$ cat config.mk
export PLATFORM = sky130hd
export DESIGN_NAME = serial_to_parallel_interface
export DESIGN_NICKNAME = d
export VERILOG_FILES = /design/src/rtl/serial_to_parallel_interface.sv
export SDC_FILE = /design/constraint.sdc
export NUM_CORES = 1
export LEC_CHECK = 0
export ABC_CLOCK_PERIOD_IN_PS = 1880
export CAP_MARGIN = 20
export CORE_MARGIN = 2
export CORE_UTILIZATION = 48
export DETAILED_ROUTE_END_ITERATION = 12
export PLACE_DENSITY = 0.81
export SLEW_MARGIN = 30
export SYNTH_ARGS = -nofsm -noshare
export SYNTH_HDL_FRONTEND = slang
export SYNTH_SLANG_ARGS = --single-unit
$ cat constraint.sdc
create_clock -name clk -period 1.88 [get_ports clk]
set_input_delay 0.376 -clock clk [delete_from_list [all_inputs] [get_ports clk]]
set_output_delay 0.376 -clock clk [all_outputs]
set_load 0.05 [all_outputs]
$ cat src/rtl/serial_to_parallel_interface.sv
// Byte-serial receive side of the 3x3 matrix link: gathers 18 bytes (nine 16-bit elements,
// row-major, high byte first) into a shadow buffer and commits whole matrices atomically.
module serial_to_parallel_interface #(
  parameter int TIMEOUT_CYC = 64
) (
  input  logic        clk,
  input  logic        rst,
  input  logic [7:0]  serial_in,
  input  logic        in_valid,
  output logic [15:0] in11,
  output logic [15:0] in12,
  output logic [15:0] in13,
  output logic [15:0] in21,
  output logic [15:0] in22,
  output logic [15:0] in23,
  output logic [15:0] in31,
  output logic [15:0] in32,
  output logic [15:0] in33,
  output logic        busy,
  output logic        done,
  output logic        err
);
  localparam int NUM_BYTES = 18;
  localparam int NUM_ELEM  = 9;
  localparam int IW        = (TIMEOUT_CYC > 1) ? $clog2(TIMEOUT_CYC + 1) : 1;
  localparam logic [4:0] LAST_BYTE = 5'(NUM_BYTES - 1);

  typedef enum logic {IDLE, RECV} state_t;

  state_t                        state, state_nxt;
  logic [4:0]                    byte_cnt, byte_cnt_nxt;
  logic [IW-1:0]                 idle_cnt, idle_cnt_nxt;
  logic [NUM_BYTES-1:0][7:0]     shadow, shadow_nxt;
  logic [NUM_ELEM-1:0][15:0]     mat;
  logic                          commit, abort;

  always_ff @(posedge clk) begin
    if (rst) begin
      state    <= IDLE;
      byte_cnt <= '0;
      idle_cnt <= '0;
    end else begin
      state    <= state_nxt;
      byte_cnt <= byte_cnt_nxt;
      idle_cnt <= idle_cnt_nxt;
    end
  end

  always_comb begin
    state_nxt    = state;
    byte_cnt_nxt = byte_cnt;
    idle_cnt_nxt = idle_cnt;
    shadow_nxt   = shadow;
    commit       = 1'b0;
    abort        = 1'b0;
    case (state)
      IDLE: begin
        idle_cnt_nxt = '0;
        if (in_valid) begin
          shadow_nxt[0] = serial_in;
          byte_cnt_nxt  = 5'd1;
          state_nxt     = RECV;
        end
      end
      RECV: begin
        if (in_valid) begin
          shadow_nxt[byte_cnt] = serial_in;
          idle_cnt_nxt         = '0;
          if (byte_cnt == LAST_BYTE) begin
            byte_cnt_nxt = '0;
            state_nxt    = IDLE;
            commit       = 1'b1;
          end else begin
            byte_cnt_nxt = byte_cnt + 5'd1;
          end
        end else if (TIMEOUT_CYC != 0 && (int'(idle_cnt) + 1) >= TIMEOUT_CYC) begin
          idle_cnt_nxt = '0;
          byte_cnt_nxt = '0;
          state_nxt    = IDLE;
          abort        = 1'b1;
        end else if (idle_cnt != {IW{1'b1}}) begin
          idle_cnt_nxt = idle_cnt + 1'b1;
        end
      end
      default: state_nxt = IDLE;
    endcase
  end

  always_comb begin
    busy = (state == RECV);
  end

  // The committing edge loads from shadow_nxt so the final byte lands in the same update,
  // giving done and the new matrix on the edge right after the 18th byte.
  always_ff @(posedge clk) begin
    if (rst) begin
      shadow <= '0;
      mat    <= '0;
      done   <= 1'b0;
      err    <= 1'b0;
    end else begin
      shadow <= shadow_nxt;
      done   <= commit;
      err    <= abort;
      if (commit) begin
        for (int e = 0; e < NUM_ELEM; e++)
          mat[e] <= {shadow_nxt[2*e], shadow_nxt[2*e+1]};
      end
    end
  end

  assign in11 = mat[0];
  assign in12 = mat[1];
  assign in13 = mat[2];
  assign in21 = mat[3];
  assign in22 = mat[4];
  assign in23 = mat[5];
  assign in31 = mat[6];
  assign in32 = mat[7];
  assign in33 = mat[8];
endmodule

==> impl_summary.log <==
[metrics] Vias per Instance: 5.32
[metrics] number of enable flip-flop cells after synthesis: 0
[metrics] share of the cycle needed by the critical path after routing: 104%
[metrics] CTS max path bufs: 3
[metrics] unrepaired setup endpoints after global routing: true
[metrics] netlist area before placement: 10600 µm²
[metrics] insertion delay to the later sink of the worst-skew pair: 0.55 ns
[metrics] most common library cell in the layout ignoring fill and taps: sky130_fd_sc_hd__dfxtp_1
[metrics] outcome: finished, violations left
[metrics] antenna diode count: 0
[metrics] leakage: 5.85 nW
[metrics] data required time of the critical path: 2.34 ns
[metrics] Initial Util: 48.7%
[metrics] overall die area: 23300 µm²
[metrics] transition time of the tightest slew-check pin: 0.566 ns
[metrics] Max-cap violations: 0
[metrics] Period minus WS final: 1.96 ns
[metrics] Final Hold Fails: 0
[metrics] count of synthesis-stage warnings from yosys: 0
[metrics] slowest stage cell, crit path: sky130_fd_sc_hd__nor4b_1
[metrics] final setup skew: 0.0202 ns
[metrics] clk slew on worst S/H paths: 0.06 ns
[metrics] clock tree from TritonCTS: done
[metrics] mean routed wirelength per cell: 17.3 µm
[metrics] instance count after placement with tap cells included: 1454
[metrics] cell row count: 54
[metrics] max FFs per register: 136
[metrics] depth of the CTS H-tree: 1
[metrics] non-filler instance count after layout: 1515
[metrics] number of top-level pins: 158
[metrics] max-slew violation count: 0
[metrics] largest stage delay on the critical path: 0.49 ns
[metrics] width of the die: 153 µm
[metrics] drt initial violations: 430
[metrics] worst slew slack as a fraction of its limit: 61.7%
[metrics] DR vias: 8059
[metrics] clk sinks: 295
[metrics] remaining global-route overflow: 0
[metrics] Area Growth Syn to Fin: 33.2%
[metrics] maximum number of pins on one net before global-route repair: 106
[metrics] global-route met3 utilization: 2.82%
[metrics] Worst setup SP type: flop
[metrics] wire length of the first global-routing pass: 40.6 mm
[metrics] Overall Global Routing Usage: 21.0%
[metrics] via count of the first global-routing pass: 7644
[metrics] TritonCTS Buffers: 29
[metrics] prevailing post-synth register cell: sky130_fd_sc_hd__dfxtp_1
[metrics] worst hold-check path type: primary input to flop
[metrics] port bufs: 157
[metrics] proportion of layout cells with a drive suffix above 1: 16.4%
[metrics] maximum clock frequency: 0.511 GHz
[metrics] Setup CP Type: flop to flop
[metrics] detailed placer's ending HPWL: 15.8 mm
[metrics] slack of the critical path: -0.0765 ns
[metrics] total of flip-flops plus latches after synthesis: 295
[metrics] busiest layer in global routing: met2
[metrics] met2 track demand over resource: 36.7%
[metrics] 1st-pass router iterations: 5
[metrics] VDD IR-drop max: 0.679 mV
[metrics] last weighted congestion value of the routability-driven placer: 0.783
[metrics] post-synthesis async set-or-reset flop share: 0%
[metrics] post-placement setup slack: -0.289 ns
[metrics] setup total negative slack: -0.274 ns
[metrics] worst path arrival time: 2.41 ns
[metrics] Final #Nets: 1229
[metrics] Global Route met1 Usage: 27.7%
[metrics] Die Ht: 153 µm
[metrics] CP cell instances: inv_1, ha_1, nor4b_1, o21ai_2, buf_12, mux2i_1, a211oi_1
[metrics] Final setup violation count: 8
[metrics] maximum fanout along the worst path: 8
[metrics] mean instance size in the synthesized netlist: 10.1 µm²
[metrics] Biggest register: shadow
[metrics] filler cell count: 1717
[metrics] sequential element share of the synthesized area: 55.7%
[metrics] final routed wirelength across all metal layers: 26.2 mm
[metrics] antenna violations before repair: 0
[metrics] final antenna-violating net count: 0
[metrics] Total Power: 12.5 mW
[metrics] number of buffers inserted by hold repair at cts: 0
[metrics] clock root buffer: sky130_fd_sc_hd__clkbuf_16
[metrics] power density relative to cell area: 883 nW/µm²
[metrics] smallest hold slack: 0.308 ns
[metrics] count of unique library cells instantiated by Yosys: 47
[metrics] Synth Instances: 1049
[metrics] number of design rule violations left after detail routing: 0
[metrics] commonest non-fill, non-tap cells in the layout: 292 x sky130_fd_sc_hd__dfxtp_1, 283 x sky130_fd_sc_hd__nor2_1, 137 x sky130_fd_sc_hd__mux2i_1, 116 x sky130_fd_sc_hd__dlygate4sd2_1, 109 x sky130_fd_sc_hd__a211oi_1
[metrics] endpoint type of the worst setup path: flop
[metrics] core region area: 21800 µm²
[metrics] Net Count, Synth: 1065
[metrics] failing checks: setup timing
-- cell usage after synthesis (3+ instances only) --
cell type                  count  share of area (%)
sky130_fd_sc_hd__inv_1         4               0.14
sky130_fd_sc_hd__nor2_8        3               0.57
sky130_fd_sc_hd__dfxtp_1     295                 56
sky130_fd_sc_hd__nor2_4        7               0.74
sky130_fd_sc_hd__buf_1         8               0.28
sky130_fd_sc_hd__a21oi_1      11               0.52
sky130_fd_sc_hd__a31oi_1       3               0.18
sky130_fd_sc_hd__and2_1        3               0.18
sky130_fd_sc_hd__mux2i_1     137                 13
sky130_fd_sc_hd__nor2_1      284                 10
sky130_fd_sc_hd__ha_1          5               0.59
sky130_fd_sc_hd__buf_4         3               0.21
sky130_fd_sc_hd__nand3_1       5               0.24
sky130_fd_sc_hd__nand2_1      22               0.78
sky130_fd_sc_hd__nand4_2       4               0.47
sky130_fd_sc_hd__buf_2        32                1.5
sky130_fd_sc_hd__a211oi_1    137                9.7
sky130_fd_sc_hd__clkbuf_1     48                1.7
-- where the power goes --
group,switching [mW],internal (mW)
clock,2.42,3.33
sequential,0.0170,6.27
combinational,0.283,0.152
total,2.72,9.75
-- cells by family after synthesis --
family / share of synthesized area, %
simple gates: 15.4
flops: 55.7
compound gates: 11.3
mux: 12.9
buf+inv: 3.85
fa+ha+maj: 0.590
xor+xnor: 0.165
-- path summary, 6_finish.rpt --
path,cells after the start,slack [ns],to,startpoint
max,7,-0.08,in11[12],byte_cnt[0]
min,4,0.31,idle_cnt[4],rst
max reg2reg,7,-0.08,in11[12],byte_cnt[0]
min reg2reg,2,0.45,in33[6],in33[6]
-- worst max-delay path, delay by kind of cell (launching register included) --
kind / cells / cell delay (ns)
adder cells (fa/ha/maj): 1 / 0.18
AND/OR/NAND/NOR: 1 / 0.49
multiplexers: 1 / 0.13
flip-flops: 1 / 0.37
AO/OA/AOI/OAI: 2 / 0.42
buffers and inverters: 2 / 0.26
-- stage by stage --
stage               cell area (µm²)  util, %
floorplan                     10600        -
detailed placement            12900     59.5
CTS                           13800     63.5
global route                  14100     64.9
global placement              12900     59.5
finish                        14100     64.9
-- metal layers --
layer	part of all wire, %	vias to the layer above
li1	-	3944
met1	44	3885
met2	50	189
met3	4.5	41
met4	2.0	0
met5	0	-
-- final cells by class --
class                   instances  area [µm²]  area share (%)
clock buffers                  40         817            5.79
clock inverters                13         135           0.957
inverters                       4        15.0           0.106
multi-input cells             659        4450            31.5
flip-flops and latches        295        5910            41.9
well taps                     280         350            2.48
repair buffers                224        2450            17.3
-- what timing repair did --
| action | 4_1_cts | 5_1_grt |
|---|---|---|
| resized for setup | 118 | 42 |
| setup endpoints to repair | 134 | 117 |
| gates cloned | 1 | 5 |
| setup buffers | 1 | 2 |
| pin swaps | 1 | 6 |
(Power assumes the default switching activity.)
==> patch, RTL diff (same flow settings) <==
Change the localparam `NUM_BYTES` from 18 to 9.
--- a/src/rtl/serial_to_parallel_interface.sv
+++ b/src/rtl/serial_to_parallel_interface.sv
@@ -21,5 +21,5 @@
   output logic        err
 );
-  localparam int NUM_BYTES = 18;
+  localparam int NUM_BYTES = 9;
   localparam int NUM_ELEM  = 9;
   localparam int IW        = (TIMEOUT_CYC > 1) ? $clog2(TIMEOUT_CYC + 1) : 1;
Function: changed (a bounded check fails within 10 cycles, from zero or initial values and one cycle with rst high).
==> patch against the original RTL <==
Die area is 42% lower. Power down 44%. Setup slack gained 0.12 ns. Area after synthesis is 43% lower. Sequential cell count decreased by 144. Count of clock-buffer cells in the layout down 20. Final area fell by 47%. Wire length decreased by 47%. Cell count shrank 40%. Core utilization shrank 4.6 points. Via count down 44%.
==> patch: results (changes against the original RTL) <==
| Metric | Value |
|---|---|
| XOR/XNOR Fraction of Synth Area | `0.00433 (+0.00268)` |
| Slowest cell on crit path | `a221o_1` |
| Final nets | `741 (-40%)` |
| Met3 Usage GRT | `0.0581 (+0.0300)` |
| Compound-Gate Fraction of Synth Area | `0.0981 (-0.0153)` |
| Buffers on Ports | `85 (-46%)` |
| Drt initial violations | `249 (-42%)` |
| Post-synthesis adder-cell area fraction | `0.0103 (+0.00441)` |
| Crit-path leading delay family | `compound AO/OA/AOI/OAI gates` |
| Max Root-Sink Buffers | `2 (-1)` |
| Leakage | `0.00331 uW (-43%)` |
| Share of cells above drive strength 1 | `0.178 (+0.0134)` |
| Post-synthesis sequential area ratio | `0.498 (-0.0591)` |
| CTS clk-pin slew, worst paths | `0.06 ns (about the same)` |
| Vias/cell | `4.96 (-6.7%)` |
| Startpoint Class | `register` |
| Main area contributors after synthesis | `dfxtp_1 (50%), mux2i_1 (11%), buf_4 (9.2%)` |
| Htree depth | `4 (+3)` |
| DPL Wire Length | `8.72 mm (-45%)` |
| Met2 GRT Util | `0.321 (-0.0467)` |
| Worst skew pair latency | `0.42 ns (-0.13 ns)` |
| Worst-case vdd ir drop | `0.000658 V (-3.2%)` |
| Netlist cell types | `42 (-11%)` |
| FILL cells | `1,038 (-40%)` |
| Crit-path max cell delay | `0.36 ns (-0.13 ns)` |
| Largest net degree at the start of global routing | `71 (-33%)` |
| Layout Skew | `0.0188 ns (-0.00138 ns)` |
| Pre-CTS WS | `-0.263 ns (+0.0263 ns)` |
| Outcome | `complete, no violations` |
| Placer congestion estimate | `0.793 (+1.2%)` |
| Critical path peak fanout | `4 (-4)` |
| Number of flip-flops in the largest register | `64 (-53%)` |
| Slew @ Worst Pin | `0.714 ns (+0.148 ns)` |
| Top cells by count, synth | `dfxtp_1 (151), nor2_1 (130), buf_4 (74)` |
| WL final | `13.8 mm (-47%)` |
| Number of buffers created by CTS | `17 (-41%)` |
| Met1 Resource Use GR | `0.261 (-0.0164)` |
| First-pass GRT wire length | `21.0 mm (-48%)` |
| Post-synthesis mux area share | `0.107 (-0.0222)` |
| Vias in the first global route | `4,263 (-44%)` |
| Gr usage total | `0.202 (-0.00867)` |
==> patch: timing repair <==
| item | 4_1_cts | 5_1_grt |
|---|---|---|
| setup endpoints to repair | 39 | 69 |
| buffers inserted | 0 | 4 |
| pin swaps | 0 | 3 |
| hold endpoints to repair | 0 | 0 |
| gates resized for setup | 36 | 20 |
| gates cloned | 1 | 3 |
==> patch: cell families (layout without fill, tap and decap cells) <==
logic type	after synthesis	in the layout
AOI/OAI and AO/OA	84	84
muxes	65	65
xor gates and xnor gates	3	3
other	1	72
buffers and inverters	122	153
adders and majority gates	5	5
DFF	151	151
and+or+nand+nor	204	204
==> patch: path summary, 6_finish.rpt <==
kind                from          end  slack (ns)  depth (start not counted)
max          idle_cnt[1]  byte_cnt[2]        0.04                          5
min reg2reg     in22[11]     in22[11]        0.45                          2
max reg2reg  idle_cnt[1]  byte_cnt[2]        0.04                          5
min                  rst  byte_cnt[1]        0.34                          3
==> patch: where the power goes <==
part | switching, uW | internal [uW]
clock | 1290 | 1880
sequential | 18.0 | 3220
combinational | 458 | 82.6
==> patch: area by class of cell <==
type                    count  share of cell area
clock buffers              20              0.0608
flip-flops and latches    151               0.403
well taps                 172              0.0286
repair buffers            119               0.151
multi-input cells         433               0.341
clock inverters            11              0.0135
inverters                   3             0.00183
==> patch: through the flow <==
step                TNS [ns]  total power (uW)  cells  hold WS, ns  area [sq um]
floorplan                  0              3860    706        0.432          6330
global placement       -5.72              3820    870        0.438          6790
detailed placement    -12.62              3830    870        0.448          6790
CTS                        0              6980    902        0.311          7340
global route        -0.00481              7170    909        0.345          7510
finish                     0              6950    909        0.339          7510
==> patch: per-layer routing <==
layer	vias to the layer above	wire length, um
met5	-	0
met4	0	294
met3	27	750
met2	144	6850
met1	2164	5950
li1	2177	-
